**src/rtl/pmod_keypad_if.sv**
```systemverilog
// Decoded-key output bundle of the keypad scanner, consumed by the display/entry logic.
interface pmod_keypad_if;
  logic [3:0] key_code;
  logic       key_valid;
  logic       key_down;
  logic [7:0] value;

  modport master (output key_code, output key_valid, output key_down, output value);
  modport slave  (input  key_code, input  key_valid, input  key_down, input  value);
endinterface

```
**src/rtl/pmod_keypad.sv**
```systemverilog
// 4x4 PMOD keypad scanner: column drive, row synchronizer, per-scan
// classification, scan-level debounce and two-digit key history.
module pmod_keypad #(
  parameter int unsigned COL_PERIOD     = 4096,
  parameter int unsigned DEBOUNCE_SCANS = 4
) (
  input  logic         clk,
  input  logic         resetn,
  output logic [3:0]   pmod_col,
  input  logic [3:0]   pmod_row,
  pmod_keypad_if.master key
);

  localparam int unsigned       CNT_W    = (COL_PERIOD > 1) ? $clog2(COL_PERIOD) : 1;
  localparam logic [CNT_W-1:0]  CNT_LAST = CNT_W'(COL_PERIOD - 1);
  localparam logic [3:0]        DEB_MAX  = 4'(DEBOUNCE_SCANS);

  // Encoding doubles as the saturated closed-key count (0, 1, 2+).
  typedef enum logic [1:0] {
    SCAN_NONE   = 2'd0,
    SCAN_SINGLE = 2'd1,
    SCAN_MULTI  = 2'd2
  } scan_kind_e;

  logic [3:0]       row_s1_q, row_s2_q;
  logic [1:0]       col_idx_q, col_idx_d;
  logic [CNT_W-1:0] per_cnt_q, per_cnt_d;
  logic [1:0]       acc_cnt_q, acc_cnt_d;
  logic [3:0]       acc_code_q, acc_code_d;
  scan_kind_e       prev_kind_q, prev_kind_d;
  logic [3:0]       prev_code_q, prev_code_d;
  scan_kind_e       deb_kind_q, deb_kind_d;
  logic [3:0]       deb_code_q, deb_code_d;
  logic [3:0]       stab_q, stab_d;
  logic [3:0]       key_code_q, key_code_d;
  logic             key_valid_q, key_valid_d;
  logic [7:0]       value_q, value_d;

  logic [3:0]       closed;
  logic [2:0]       col_hits, tot;
  logic [1:0]       tot_sat, hit_row;
  logic [3:0]       code_nxt;
  scan_kind_e       res_kind;
  logic [3:0]       res_code;

  function automatic logic [3:0] key_map(input logic [1:0] c, input logic [1:0] r);
    logic [3:0] k;
    case ({r, c})
      4'b00_00: k = 4'h1;  4'b00_01: k = 4'h2;  4'b00_10: k = 4'h3;  4'b00_11: k = 4'hA;
      4'b01_00: k = 4'h4;  4'b01_01: k = 4'h5;  4'b01_10: k = 4'h6;  4'b01_11: k = 4'hB;
      4'b10_00: k = 4'h7;  4'b10_01: k = 4'h8;  4'b10_10: k = 4'h9;  4'b10_11: k = 4'hC;
      4'b11_00: k = 4'h0;  4'b11_01: k = 4'hF;  4'b11_10: k = 4'hE;  default:  k = 4'hD;
    endcase
    return k;
  endfunction

  assign pmod_col       = ~(4'b0001 << col_idx_q);
  assign key.key_code   = key_code_q;
  assign key.key_valid  = key_valid_q;
  assign key.key_down   = (deb_kind_q == SCAN_SINGLE);
  assign key.value      = value_q;

  // Register all scan, debounce and output state.
  always_ff @(posedge clk) begin
    if (!resetn) begin
      row_s1_q    <= '1;
      row_s2_q    <= '1;
      col_idx_q   <= '0;
      per_cnt_q   <= '0;
      acc_cnt_q   <= '0;
      acc_code_q  <= '0;
      prev_kind_q <= SCAN_NONE;
      prev_code_q <= '0;
      deb_kind_q  <= SCAN_NONE;
      deb_code_q  <= '0;
      stab_q      <= '0;
      key_code_q  <= '0;
      key_valid_q <= 1'b0;
      value_q     <= '0;
    end else begin
      row_s1_q    <= pmod_row;
      row_s2_q    <= row_s1_q;
      col_idx_q   <= col_idx_d;
      per_cnt_q   <= per_cnt_d;
      acc_cnt_q   <= acc_cnt_d;
      acc_code_q  <= acc_code_d;
      prev_kind_q <= prev_kind_d;
      prev_code_q <= prev_code_d;
      deb_kind_q  <= deb_kind_d;
      deb_code_q  <= deb_code_d;
      stab_q      <= stab_d;
      key_code_q  <= key_code_d;
      key_valid_q <= key_valid_d;
      value_q     <= value_d;
    end
  end

  // Column timing, scan accumulation, debounce and press acceptance.
  always_comb begin
    col_idx_d   = col_idx_q;
    per_cnt_d   = per_cnt_q + CNT_W'(1);
    acc_cnt_d   = acc_cnt_q;
    acc_code_d  = acc_code_q;
    prev_kind_d = prev_kind_q;
    prev_code_d = prev_code_q;
    deb_kind_d  = deb_kind_q;
    deb_code_d  = deb_code_q;
    stab_d      = stab_q;
    key_code_d  = key_code_q;
    key_valid_d = 1'b0;
    value_d     = value_q;

    closed   = ~row_s2_q;
    col_hits = {2'b00, closed[0]} + {2'b00, closed[1]} + {2'b00, closed[2]} + {2'b00, closed[3]};
    hit_row  = '0;
    for (int unsigned r = 0; r < 4; r++) begin
      if (closed[r]) hit_row = 2'(r);
    end
    tot      = {1'b0, acc_cnt_q} + col_hits;
    tot_sat  = (tot >= 3'd2) ? 2'd2 : tot[1:0];
    code_nxt = (col_hits != 3'd0) ? key_map(col_idx_q, hit_row) : acc_code_q;
    res_kind = scan_kind_e'(tot_sat);
    res_code = (res_kind == SCAN_SINGLE) ? code_nxt : 4'h0;

    if (per_cnt_q == CNT_LAST) begin
      per_cnt_d = '0;
      col_idx_d = col_idx_q + 2'd1;
      if (col_idx_q != 2'd3) begin
        acc_cnt_d  = tot_sat;
        acc_code_d = code_nxt;
      end else begin
        // Final column of the scan: the result is formed from the live
        // column sample so classification adds no extra clock of latency.
        acc_cnt_d   = '0;
        acc_code_d  = '0;
        prev_kind_d = res_kind;
        prev_code_d = res_code;
        if (res_kind == prev_kind_q && res_code == prev_code_q)
          stab_d = (stab_q >= DEB_MAX) ? DEB_MAX : stab_q + 4'd1;
        else
          stab_d = 4'd1;
        if (stab_d == DEB_MAX && (res_kind != deb_kind_q || res_code != deb_code_q)) begin
          deb_kind_d = res_kind;
          deb_code_d = res_code;
          if (deb_kind_q == SCAN_NONE && res_kind == SCAN_SINGLE) begin
            key_valid_d = 1'b1;
            key_code_d  = res_code;
            value_d     = {value_q[3:0], res_code};
          end
        end
      end
    end
  end

endmodule

```
**src/flat_wrapper.sv**
```systemverilog
// flat-port wrapper written by rule: the top's interface ports become plain ports
module pmod_keypad_flat 
#(
  parameter int unsigned COL_PERIOD     = 4096,
  parameter int unsigned DEBOUNCE_SCANS = 4
)
  (clk, resetn, pmod_col, pmod_row, key_key_code, key_key_valid, key_key_down, key_value);
  pmod_keypad_if key_i ();
  input  logic clk;
  input  logic resetn;
  output logic [3:0] pmod_col;
  input  logic [3:0] pmod_row;
  output wire logic [$bits(key_i.key_code)-1:0] key_key_code;
  output wire logic [$bits(key_i.key_valid)-1:0] key_key_valid;
  output wire logic [$bits(key_i.key_down)-1:0] key_key_down;
  output wire logic [$bits(key_i.value)-1:0] key_value;
  assign key_key_code = key_i.key_code;
  assign key_key_valid = key_i.key_valid;
  assign key_key_down = key_i.key_down;
  assign key_value = key_i.value;
  pmod_keypad #(.COL_PERIOD(COL_PERIOD), .DEBOUNCE_SCANS(DEBOUNCE_SCANS)) u_core (.clk(clk), .resetn(resetn), .pmod_col(pmod_col), .pmod_row(pmod_row), .key(key_i));
endmodule
```
**config.mk**
```make
export PLATFORM = sky130hd
export DESIGN_NAME = pmod_keypad_flat
export DESIGN_NICKNAME = d
export VERILOG_FILES = /design/src/rtl/pmod_keypad_if.sv /design/src/rtl/pmod_keypad.sv /design/src/flat_wrapper.sv
export SDC_FILE = /design/constraint.sdc
export NUM_CORES = 1
export LEC_CHECK = 0
export ABC_CLOCK_PERIOD_IN_PS = 11150
export BUFFER_PORTS_ARGS = -buffer_cell sky130_fd_sc_hd__buf_2
export CORE_MARGIN = 2
export CORE_UTILIZATION = 50
export DETAILED_ROUTE_END_ITERATION = 16
export PLACE_DENSITY = 0.67
export SYNTH_ARGS = -nofsm -noshare
export SYNTH_HDL_FRONTEND = slang
export SYNTH_SLANG_ARGS = --single-unit
```
**constraint.sdc**
```tcl
create_clock -name clk -period 11.15 [get_ports clk]
set_input_delay 2.23 -clock clk [delete_from_list [all_inputs] [get_ports clk]]
set_output_delay 2.23 -clock clk [all_outputs]
set_load 0.05 [all_outputs]
```
==> run summary <==
Clock transition at path regs: 0.09 ns
Placed Area: 0.00292 sq mm
Initial DRC Count: 112
synth warn: 0
antenna violations before repair: 0
Critical Path AT: 4.95 ns
clock root cell: clkbuf_8
total track usage: 0.193
achievable frequency: 0.213 GHz
CP peak stage delay: 0.64 ns
Slew @ Worst Pin: 0.846 ns
Die ar.: 0.00625 sq mm
post_cts resized: 0
CTS buffer count: 5
GP Congestion: 0.837
DRC Markers: 0
Mapped Cells: 321
area growth from synthesis to layout: 6.93%
post-route cell area: 0.00301 sq mm
LEAKAGE: 1.26 nW
cts hold-fix bufs: 0
Final ANT Viol Nets: 0
required time worst endpoint: 11.39 ns
Max Fanout on Critical Path: 13
sequential area share after synthesis: 0.377
Max Cap Viol: 0
setup TNS: 0 ns
Mapped Area: 0.00282 sq mm
vias in the first global route: 2037
Finished Layout Cells: 407
pin count of the biggest net entering global routing: 51
crit path cell chain: inv_1 > ha_1 > fa_1 > ha_1 > fa_1 > nor2b_1 > nand2_1 > a211oi_1 > xor2_1 > a2111oi_4 > nor4b_4 > mux2i_1
Die Y: 79.1 microns
Reg2Reg Setup Slack: 6.45 ns
Critical Path Start: u_core.row_s2_q[1]
Clock Tree Buf Depth: 2
minimum clock period: 4.70 ns
Crit Reg-Reg Startpoint: u_core.row_s2_q[1]
# fillers: 511
post-synthesis sequential element count: 53
Top Family by Delay on Critical Path: adder cells
pwr/cell area: 112 mW/mm^2
RSZ-0062 raised after global routing: false
Hold Crit Depth: 1
share of cells above drive strength 1: 0.128
final cycle utilization of the critical path: 0.422
WL/cell: 13.7 microns
capturing point of the worst reg2reg path: u_core.key.value[6]
Worst path depth: 12
ys async rst share: 0
Slew Limit Fails: 0
Post-CTS Setup Repair Bufs: 0
Setup crit end: u_core.key.value[6]
IO Pins: 24
H-tree depth: 2
final WL: 5570 microns
CP startpoint kind: flop
Crit Path Category: flop to flop
worst vdd ir: 60.0 uV
Die X: 79.1 microns
Core Box Area: 0.00547 sq mm
TritonRoute pass-1 iters: 4
first-pass GRT wire length: 9550 microns
syn_area_per_cell: 8.77 sq um
Yosys cell types: 53
Congestion Overflow GR: 0
Buf/Inv on CP: 1
Final setup viols: 0
final hold violations: 0
Synth Flop Type: dfxtp_1
Slowest-stage cell, CP: nor4b_4
Port Buffers: 23
type of the most critical hold path: flop to flop
slew margin rel.: 0.430
clock skew: 0.00469 ns
cell row count: 27
Initial Utilization: 0.515
Clock Sinks: 53
Vias per Instance: 5.43
reg2reg path depth: 12
CTS tree: built
status: finished, final reports clean
HPWL Detailed: 4010 microns
Post-synth EDFFs: 0
Net Count, Synth: 340
ANT cells: 0
via count: 2211
Nets: 353
Placed Cells incl. Taps: 399
Worst Setup End Kind: flop
clk_lat worst skew: 0.31 ns
[layout by cell type, fill, tap and decap left out, types with 5 or more instances in the layout]
cell type / instances
or3_1: 7
a21boi_0: 5
ha_1: 11
clkbuf_8: 5
nand3_1: 5
xor2_1: 8
nand2_1: 42
xnor2_1: 7
a21oi_1: 13
nand2b_1: 10
o21ai_0: 11
nor3_1: 9
buf_2: 23
nor2b_1: 9
mux2i_1: 16
dfxtp_1: 53
nor2_1: 20
and2_1: 10
inv_1: 16
[power breakdown]
part	leakage (nW)	internal, mW	switching [mW]
logic	0.791	0.0128	0.0231
clock network	0.0374	0.0444	0.0639
registers	0.429	0.191	0.00154
total	1.26	0.249	0.0885
[cell families (layout without fill, tap and decap cells)]
logic type                 after synthesis  after routing  synth area share
adders and majority gates               13             13            0.0631
and+or+nand+nor                        140            140             0.268
DFF                                     53             53             0.377
buffers and inverters                   33             47            0.0560
xor gates and xnor gates                15             15            0.0466
muxes                                   17             17            0.0622
AOI/OAI and AO/OA                       50             50             0.127
[through the flow]
step	power, mW	util	worst slack, ns	hold WS (ns)
2_1_floorplan	0.225	-	7.10	0.386
3_3_place_gp	0.232	0.534	6.58	0.389
3_5_place_dp	0.232	0.534	6.42	0.398
4_1_cts	0.340	0.550	6.42	0.421
5_1_grt	0.351	0.550	6.00	0.439
6_report	0.337	0.550	6.45	0.413
[area by class of cell]
class	instances	area [sq um]	area share
inverters	16	60.1	0.0199
clock buffers	6	72.6	0.0241
clock inverters	2	15.0	0.00499
well taps	72	90.1	0.0299
repair buffers	23	115	0.0382
multi-input cells	235	1600	0.531
flip-flops and latches	53	1060	0.352
[synthesized netlist by cell type, types with 8 or more instances]
cell type | count | area [sq um]
nand2_1 | 42 | 158
dfxtp_1 | 53 | 1060
inv_1 | 16 | 60.1
nor2b_1 | 9 | 56.3
a21oi_1 | 13 | 65.1
clkbuf_1 | 8 | 30.0
mux2i_1 | 16 | 160
nand2b_1 | 10 | 62.6
and2_1 | 10 | 62.6
nor3_1 | 9 | 45.0
xor2_1 | 8 | 70.1
nor2_1 | 20 | 75.1
o21ai_0 | 11 | 55.1
ha_1 | 11 | 138
[flip-flops by register name, summed over array words and instances (netlist names)]
name                  flops
u_core.prev_kind_q        2
u_core.deb_kind_q         2
u_core.row_s2_q           4
u_core.acc_code_q         4
u_core.deb_code_q         4
u_core.per_cnt_q         12
u_core.stab_q             4
u_core.key.key_valid      1
u_core.row_s1_q           4
u_core.key.value          8
u_core.acc_cnt_q          2
u_core.prev_code_q        4
u_core.col_idx_q          2
[routing by layer]
| layer | GRT usage | routed length [microns] |
|---|---|---|
| met2 | 0.290 | 2370 |
| met4 | 0.0845 | 146 |
| met3 | 0.0341 | 230 |
| met5 | 0 | 0 |
| met1 | 0.272 | 2820 |
[worst reg2reg max path, stage by stage, from the launching register on]
cell and delay, ns:
dfxtp_1 0.40, inv_1 0.06, ha_1 0.29, fa_1 0.41, ha_1 0.35, fa_1 0.57, nor2b_1 0.18, nand2_1 0.30
a211oi_1 0.54, xor2_1 0.21, a2111oi_4 0.44, nor4b_4 0.64, mux2i_1 0.25
[worst min path at each step]
stage	start	to
6_report	u_core.row_s1_q[2]	u_core.row_s2_q[2]
4_1_cts	u_core.row_s1_q[0]	u_core.row_s2_q[0]
5_1_grt	u_core.row_s1_q[1]	u_core.row_s2_q[1]
2_1_floorplan	u_core.row_s1_q[0]	u_core.row_s2_q[0]
3_3_place_gp	u_core.row_s1_q[3]	u_core.row_s2_q[3]
3_5_place_dp	u_core.row_s1_q[3]	u_core.row_s2_q[3]
No activity file was read; power rests on OpenSTA's default activity.
